File: src/rtl/univ_shift_reg_pkg.sv
// ---------------------------------------------------------------------------
// usr_pkg -- shared definitions for the universal shift register.
//
// Purpose:
//   Holds the operation-select encodings driven on the Mode input and the
//   state encodings of the burst controller, so the register and anything
//   that drives it agree on a single definition.
//
// Contents:
//   mode_e  : 3-bit operation select (MODE_HOLD .. MODE_CLR)
//   state_e : controller state (ST_IDLE, ST_BURST)
// ---------------------------------------------------------------------------
package usr_pkg;

  // Operation select values. The burst mode is the only one that does not
  // complete in a single edge; every other mode acts on the edge that
  // samples it.
  typedef enum logic [2:0] {
    MODE_HOLD  = 3'b000,
    MODE_SHL   = 3'b001,
    MODE_SHR   = 3'b010,
    MODE_LOAD  = 3'b011,
    MODE_ROL   = 3'b100,
    MODE_ROR   = 3'b101,
    MODE_BURST = 3'b110,
    MODE_CLR   = 3'b111
  } mode_e;

  // Controller state. BURST is occupied while a multi-cycle right shift is
  // running and is what the Busy output reports.
  typedef enum logic {
    ST_IDLE  = 1'b0,
    ST_BURST = 1'b1
  } state_e;

endpackage : usr_pkg

File: src/rtl/univ_shift_reg.sv
// ---------------------------------------------------------------------------
// univ_shift_reg -- parameterised universal shift register with burst mode.
//
// Purpose:
//   A WIDTH-bit register that can hold, shift left/right with serial input,
//   parallel load, rotate left/right, clear, or run a multi-cycle right-shift
//   burst of up to WIDTH positions. A two-state controller (IDLE/BURST)
//   sequences the burst; while it runs, only a clear request is honoured and
//   it aborts the burst.
//
// Parameters:
//   WIDTH     : register width in bits (2..64)
//   RESET_VAL : value forced into Q while Reset is high
//
// Ports:
//   Clk    in   1      rising-edge clock
//   Reset  in   1      asynchronous active-high reset
//   En     in   1      operation enable, Mode sampled when high in IDLE
//   Mode   in   3      operation select (usr_pkg::mode_e)
//   D      in   WIDTH  parallel load data
//   SinL   in   1      serial input entering the MSB on right shifts
//   SinR   in   1      serial input entering the LSB on left shifts
//   Cnt    in   clog2(WIDTH+1)  burst length, sampled on burst acceptance
//   Q      out  WIDTH  register contents
//   Qbar   out  WIDTH  bitwise complement of Q
//   SoutL  out  1      Q[WIDTH-1]
//   SoutR  out  1      Q[0]
//   Busy   out  1      high while a burst is running
// ---------------------------------------------------------------------------
module univ_shift_reg
  import usr_pkg::*;
#(
  parameter int                 WIDTH     = 8,
  parameter logic [WIDTH-1:0]   RESET_VAL = '0
) (
  input  logic                         Clk,
  input  logic                         Reset,
  input  logic                         En,
  input  logic [2:0]                   Mode,
  input  logic [WIDTH-1:0]             D,
  input  logic                         SinL,
  input  logic                         SinR,
  input  logic [$clog2(WIDTH+1)-1:0]   Cnt,
  output logic [WIDTH-1:0]             Q,
  output logic [WIDTH-1:0]             Qbar,
  output logic                         SoutL,
  output logic                         SoutR,
  output logic                         Busy
);

  // The burst counter must be able to hold the value WIDTH itself, hence
  // clog2(WIDTH+1) rather than clog2(WIDTH).
  localparam int               CNT_W     = $clog2(WIDTH + 1);
  localparam logic [CNT_W-1:0] CNT_MAX   = CNT_W'(WIDTH);
  localparam logic [CNT_W-1:0] CNT_ONE   = CNT_W'(1);
  localparam logic [CNT_W-1:0] CNT_ZERO  = '0;

  state_e             state;
  state_e             state_nxt;
  logic [WIDTH-1:0]   q_reg;
  logic [WIDTH-1:0]   q_nxt;
  logic [CNT_W-1:0]   count;
  logic [CNT_W-1:0]   count_nxt;

  // Candidate next values for every data-path operation. Computing them
  // once keeps the mode decode below a plain selection.
  logic [WIDTH-1:0]   shl_val;
  logic [WIDTH-1:0]   shr_val;
  logic [WIDTH-1:0]   rol_val;
  logic [WIDTH-1:0]   ror_val;
  logic [CNT_W-1:0]   burst_len;

  assign shl_val = {q_reg[WIDTH-2:0], SinR};
  assign shr_val = {SinL, q_reg[WIDTH-1:1]};
  assign rol_val = {q_reg[WIDTH-2:0], q_reg[WIDTH-1]};
  assign ror_val = {q_reg[0], q_reg[WIDTH-1:1]};

  // A request longer than the register is clamped: after WIDTH shifts every
  // original bit is gone, so further shifts would only be wasted cycles.
  assign burst_len = (Cnt > CNT_MAX) ? CNT_MAX : Cnt;

  // State, data and counter registers. Reset is asynchronous so Q reflects
  // RESET_VAL immediately, and any burst in flight is dropped.
  always_ff @(posedge Clk or posedge Reset) begin
    if (Reset) begin
      state <= ST_IDLE;
      q_reg <= RESET_VAL;
      count <= CNT_ZERO;
    end else begin
      state <= state_nxt;
      q_reg <= q_nxt;
      count <= count_nxt;
    end
  end

  // Next-state and data-path decode. In IDLE the sampled Mode acts on this
  // edge; the burst mode only arms the counter (Q untouched on the accepting
  // edge) and a zero-length burst is treated as a hold. In BURST every edge
  // shifts right and counts down, leaving on the edge that sees count==1,
  // unless a clear request arrives, which zeroes Q and aborts.
  always_comb begin
    state_nxt = state;
    q_nxt     = q_reg;
    count_nxt = count;

    case (state)
      ST_IDLE: begin
        if (En) begin
          case (Mode)
            MODE_HOLD:  q_nxt = q_reg;
            MODE_SHL:   q_nxt = shl_val;
            MODE_SHR:   q_nxt = shr_val;
            MODE_LOAD:  q_nxt = D;
            MODE_ROL:   q_nxt = rol_val;
            MODE_ROR:   q_nxt = ror_val;
            MODE_BURST: begin
              if (Cnt != CNT_ZERO) begin
                count_nxt = burst_len;
                state_nxt = ST_BURST;
              end
            end
            MODE_CLR:   q_nxt = '0;
            default:    q_nxt = q_reg;
          endcase
        end
      end

      ST_BURST: begin
        if (En && (Mode == MODE_CLR)) begin
          q_nxt     = '0;
          count_nxt = CNT_ZERO;
          state_nxt = ST_IDLE;
        end else begin
          q_nxt     = shr_val;
          count_nxt = count - CNT_ONE;
          if (count == CNT_ONE) begin
            state_nxt = ST_IDLE;
          end
        end
      end

      default: begin
        state_nxt = ST_IDLE;
        count_nxt = CNT_ZERO;
      end
    endcase
  end

  // Outputs are pure taps of the registered state, so Qbar and the serial
  // outputs follow Q without any added latency, including during reset.
  always_comb begin
    Q     = q_reg;
    Qbar  = ~q_reg;
    SoutL = q_reg[WIDTH-1];
    SoutR = q_reg[0];
    Busy  = (state == ST_BURST);
  end

endmodule : univ_shift_reg
File: config.mk
export PLATFORM = sky130hd
export DESIGN_NAME = univ_shift_reg
export DESIGN_NICKNAME = d
export VERILOG_FILES = /design/src/rtl/univ_shift_reg_pkg.sv /design/src/rtl/univ_shift_reg.sv
export SDC_FILE = /design/constraint.sdc
export NUM_CORES = 1
export LEC_CHECK = 0
export CORE_MARGIN = 1
export CORE_UTILIZATION = 49
export DETAILED_ROUTE_END_ITERATION = 10
export HOLD_SLACK_MARGIN = 0.05
export PLACE_DENSITY_LB_ADDON = 0.3
export SYNTH_ARGS = -nofsm -noshare
export SYNTH_HDL_FRONTEND = slang
export SYNTH_SLANG_ARGS = --single-unit
File: constraint.sdc
create_clock -name Clk -period 2.7 [get_ports Clk]
set_clock_uncertainty 0.15 [all_clocks]
set_input_delay 0.81 -clock Clk [delete_from_list [all_inputs] [get_ports Clk]]
set_output_delay 0.81 -clock Clk [all_outputs]
set_load 0.05 [all_outputs]
## Yosys cells after proc, flatten, opt, wreduce, memory -nomap -nowiden

Index checks and enable logic that the tools add are counted.

- Register bits: 13
- Bits of input ports: 20
- Output and inout bits: 19
- Word-level logic and storage cells: 39

- Add/sub/neg operators: 1
- $lt $le $gt $ge: 1
- Equality and inequality tests: 12
- Multiplexer cells: 16
- Bitwise operators: 2
- Reductions and logical operators: 4

Operators by type and width:

| operator | count |
|---|---|
| 8-bit one-hot mux with 6 select lines | 1 |
| 4-bit 2-to-1 mux | 5 |
| 8-bit 2-to-1 mux | 2 |
| 8-bit one-hot mux with 2 select lines | 1 |
| 3-bit == test, second input constant | 4 |
| 8-bit NOT | 1 |
| 4-bit one-hot mux with 2 select lines | 1 |
| 7-bit by 2-bit inequality test with 1-bit output, second input constant | 1 |
| 3-bit by 2-bit == test with 1-bit output, second input constant | 2 |
| 1-bit 2-to-1 mux | 5 |
| 4-bit by 1-bit == test with 1-bit output, second input constant | 1 |
| 4-bit > comparator, second input constant | 1 |
| 2-bit inequality test, second input constant | 2 |
| 4-bit nonzero test | 1 |
| 4-bit by 1-bit subtractor with 4-bit output, second input constant | 1 |
| 3-bit by 1-bit == test with 1-bit output, second input constant | 1 |
| 3-bit AND reduction | 1 |
| 2-bit by 1-bit inequality test with 1-bit output, second input constant | 1 |
| 1-bit one-hot mux with 2 select lines | 1 |
| 2-bit AND reduction | 1 |
| 1-bit logical AND | 1 |
| 1-bit NOT | 1 |

## Depth between registers and ports, before layout

- Depth in word-level cells: 6
- Gate-level depth with buffers: 8
- Mapped depth without buffers: 5

## Worst setup path after synthesis

OpenSTA, ideal clock, no wires.

- Path type: input to register
- Start: input Mode[1]
- End: register q_reg[1] (netlist: Q[1])
- Setup time: 0.121 ns
- Data arrival time: 1.962 ns
- Required time: 2.429 ns
- Slack: 0.467 ns
- Cell stages on the path: 7
- Buffers on the path: 3
- Cell sequence: buf_6 > nor2b_4 > buf_6 > o31a_4 > or2_0 > buf_2 > o22a_1

- Cells in the longest elaborated chain, start to end: 4
- Elaborated cells between the ends (all ways): 13
- Classes of those cells: 7 x eq/ne; 4 x mux; 2 x reduce/logical

Ends and longest elaborated chain:

| element | line | RTL |
|---|---|---|
| start, declared | univ_shift_reg.sv:39 | `input logic [2:0] Mode,` |
| 3-bit == test, or another cell as far along | univ_shift_reg.sv:109, univ_shift_reg.sv:129 |  |
| 8-bit one-hot mux with 6 select lines / 1-bit logical AND (equally long branches) | univ_shift_reg.sv:109, univ_shift_reg.sv:129 |  |
| 8-bit 2-to-1 mux (on tied branches) | univ_shift_reg.sv:108, univ_shift_reg.sv:129 |  |
| 8-bit one-hot mux with 2 select lines | univ_shift_reg.sv:106 | `case (state)` |
| end signal, assigned | univ_shift_reg.sv:91 | `q_reg <= q_nxt;` |
| end, declared | univ_shift_reg.sv:60 | `logic [WIDTH-1:0] q_reg;` |

Several ways; a longest one is shown, not always the timed one. The select of a mux whose other input is x is not followed.
A chain may end at the register's enable or synchronous reset.

## Final worst setup path

- Start: register q_reg[7] (netlist: Q[7])
- End: output SoutL

RTL lines:

| element | line | RTL |
|---|---|---|
| end, declared | univ_shift_reg.sv:46 | `output logic SoutL,` |

No word-level cell between the ends.

==> implementation parameters <==
Parameter                              Value

Outcome
  Result of the run ... finished clean

Clock tree
  CTS Buffer Depth ... 2
  Number of gates resized after cts ... 0
  Hold-fix buffers, CTS ... 0
  CTS tree ... built
  CTS Root Buffer Type ... sky130_fd_sc_hd__clkbuf_4
  Clock-pin slew of the registers on the worst-case setup and hold paths ... around 80 ps
  Post-CTS repair timing setup buffer count ... 0
  Latest clock arrival within the worst-skew pair ... around 280 ps
  TritonCTS Buffers ... 3
  H-Tree Level Count ... 1
  Sink count of the clock tree ... 13

Synth
  Post-synth ARST share ... 100%
  Number of warning messages in the yosys log ... 0
  Post-synthesis cell area ... 0.00114 mm2
  Primary FF master, synth ... sky130_fd_sc_hd__dfrtp_1
  Share of synthesized area occupied by flip-flops and latches ... 28.5%
  Main area contributors after synthesis ... sky130_fd_sc_hd__dfrtp_1 (29%), sky130_fd_sc_hd__a221oi_1 (6.1%), sky130_fd_sc_hd__nand2_1 (5.3%)
  Count of state elements after synthesis ... 13
  Average instance area after synthesis ... 7.76 um2
  Biggest area consumer among synthesized cells ... sky130_fd_sc_hd__dfrtp_1
  EDFF count, synth ... 0
  Number of different library cells in the post-synthesis netlist ... 44
  Post-Synthesis Cells ... between 100 and 150
  Net count of the mapped netlist ... around 170
  Fraction of synthesized cell area taken by the top area cell type ... 28.5%

Power
  Leakage power ... around 0.70 nW
  IR Drop Worst-Case VDD ... roughly 1000 uV
  Cell Pwr Density ... between 1000 and 1500 mW/mm2

Detailed routing
  DR vias/cell ... around 6
  Number of vias after detailed routing ... between 1000 and 1500
  Post-Route WL ... 3290 um
  Violation count after the first detailed-route iteration ... 35
  Count of antenna-violating nets left after detailed routing ... 0
  Total DRC errors in the routed layout ... 0
  Routed length per placed instance ... 15.0 um
  Drt first pass iters ... 4

STA
  Setup TNS ... 0 ps
  Final Max Tran Viols ... 0
  Final worst path period need ... around 2600 ps
  Final period utilization ... between 90 and 100%
  Worst Tran Pin Value ... 522 ps
  Setup-failing EPs final ... 0
  Unrepaired setup endpoints after global routing ... false
  Rel. slew slack ... roughly two thirds
  Maximum clock frequency ... 384 MHz
  Number of failing hold endpoints at the final stage ... 0

Floorplan
  Top Ports ... 39
  Core area ... around 0.0022 mm2
  Die ar. ... roughly 0.0025 mm2
  Effective utilization at floorplan ... about 52%
  Site row count ... 17
  Vertical die dimension ... roughly 50 um
  Die Wd ... slightly above 50 um

Layout
  Commonest non-fill, non-tap cells in the layout ... sky130_fd_sc_hd__clkdlybuf4s50_1 (37), sky130_fd_sc_hd__nand2_1 (16), sky130_fd_sc_hd__buf_4 (15)
  Area growth from synthesis to layout ... 40.8%
  Fill cell instance count of the final layout ... about 190
  Fraction of final layout cells with drive strength greater than 1 ... approximately 12%
  Filler-free cell count of the finished design ... 219
  Final standard cell utilization of the core ... 72.6%
  # nets final ... approximately 210
  Antenna diode count ... 0
  Commonest non-fill, non-tap cell in the layout ... sky130_fd_sc_hd__clkdlybuf4s50_1

Worst setup path
  Critical Path Fanout Max ... 9
  Library cell contributing the largest single delay on the critical path ... sky130_fd_sc_hd__clkdlybuf4s50_1
  Critical path capture point type ... primary output
  Cells along the critical path ... clkdlybuf4s50_1
  Element type at the critical path start ... flop
  Longest individual stage delay on the worst path ... about 860 ps
  Family with the most delay on the worst path ... buffers and inverters
  Crit path DAT ... approximately 1700 ps
  Path type of the worst setup path ... reg2out
  Critical Path RT ... 1740 ps
  Combined buffer and inverter count along the critical path ... 1

GRT
  Antenna violations before repair ... 0
  Total GRT Usage ... between 20% and 30%
  Maximum number of pins on one net before global-route repair ... 26
  Number of global-route vias before repair ... roughly 1200
  Congestion Overflow GR ... 0
  Global-route wire length before repair ... 5480 um

Placed design
  IO buf count ... 38
  Total placed cells including tap cells ... approximately 220
  GP Congestion ... 0.851
  Half-perimeter wire length after placement ... 2480 um

Job
  Count of max-cap constraint violations ... 0

Min path
  Kind of path behind the tightest hold check ... reg2reg
report_power, final:
part           internal (mW)  total [mW]  switching [mW]
clock                 0.0575       0.124          0.0669
sequential             0.294       0.439           0.145
combinational          0.485        1.32           0.839
cell usage after synthesis (3+ instances only):
master and instances:
sky130_fd_sc_hd__nor2b_1 3, sky130_fd_sc_hd__nand2b_1 6, sky130_fd_sc_hd__nor2_1 13, sky130_fd_sc_hd__dfrtp_1 13
sky130_fd_sc_hd__buf_6 3, sky130_fd_sc_hd__a221oi_1 8, sky130_fd_sc_hd__clkbuf_1 4, sky130_fd_sc_hd__o22a_1 3
sky130_fd_sc_hd__o21ai_0 9, sky130_fd_sc_hd__inv_1 13, sky130_fd_sc_hd__buf_2 3, sky130_fd_sc_hd__nor3_1 4
sky130_fd_sc_hd__o22ai_1 4, sky130_fd_sc_hd__a31oi_1 3, sky130_fd_sc_hd__nand2_1 16, sky130_fd_sc_hd__a21oi_1 9
state kept, by name, indices dropped and copies added, names as in the netlist:
register,count
count,4
Busy,1
Q,8
worst paths after layout:
kind / startpoint / endpoint / slack (ps) / cells after the start
setup / recovery: Q[7]$_DFFE_PP0P_ / SoutL / 90 / 1
hold / removal: count[0]$_DFFE_PP0P_ / count[0]$_DFFE_PP0P_ / 390 / 1
setup reg to reg: Busy$_DFF_PP0_ / count[2]$_DFFE_PP0P_ / 1100 / 4
hold reg to reg: count[0]$_DFFE_PP0P_ / count[0]$_DFFE_PP0P_ / 390 / 1
max in group asynchronous: Reset / Q[3]$_DFFE_PP0P_ / 1350 / 2
min in group asynchronous: Reset / Busy$_DFF_PP0_ / 710 / 2
metrics by stage:
stage | instance area, um2 | setup WS [ps] | power [mW] | hold WS (ps)
final | 1610 | 93.1 | 1.89 | 393
after global routing | 1610 | 34.7 | 2.01 | 426
after CTS | 1610 | 101 | 1.89 | 395
after detailed placement | 1580 | -4.32 | 1.76 | 383
after global placement | 1580 | 85.0 | 1.73 | 375
after floorplan | 1140 | 467 | 1.35 | 344
cell families after synthesis:
| logic type | Yosys count | share of synthesized area (%) |
|---|---|---|
| adder cells (fa/ha/maj) | 2 | 2.19 |
| AND/OR/NAND/NOR | 53 | 23.6 |
| flip-flops | 13 | 28.5 |
| buffers and inverters | 25 | 11.2 |
| multiplexers | 1 | 0.877 |
| AO/OA/AOI/OAI | 52 | 32.9 |
| XOR/XNOR | 1 | 0.768 |
layout make-up:
type	count	area (um2)	area share, %
Clock buffer	4	26.3	1.64
Inverter	13	48.8	3.04
Multi-Input combinational cell	109	688	42.8
Sequential cell	13	325	20.2
Tap cell	28	35.0	2.18
Timing Repair Buffer	52	483	30.1
per-layer routing:
layer	vias to the layer above	routed length [um]	track usage [%]
li1	622	-	-
met1	626	1430	34.5
met2	57	1640	50.0
met3	5	173	2.42
met4	0	38	14.3
met5	-	0	0
Power figures use the tool's default switching activity.
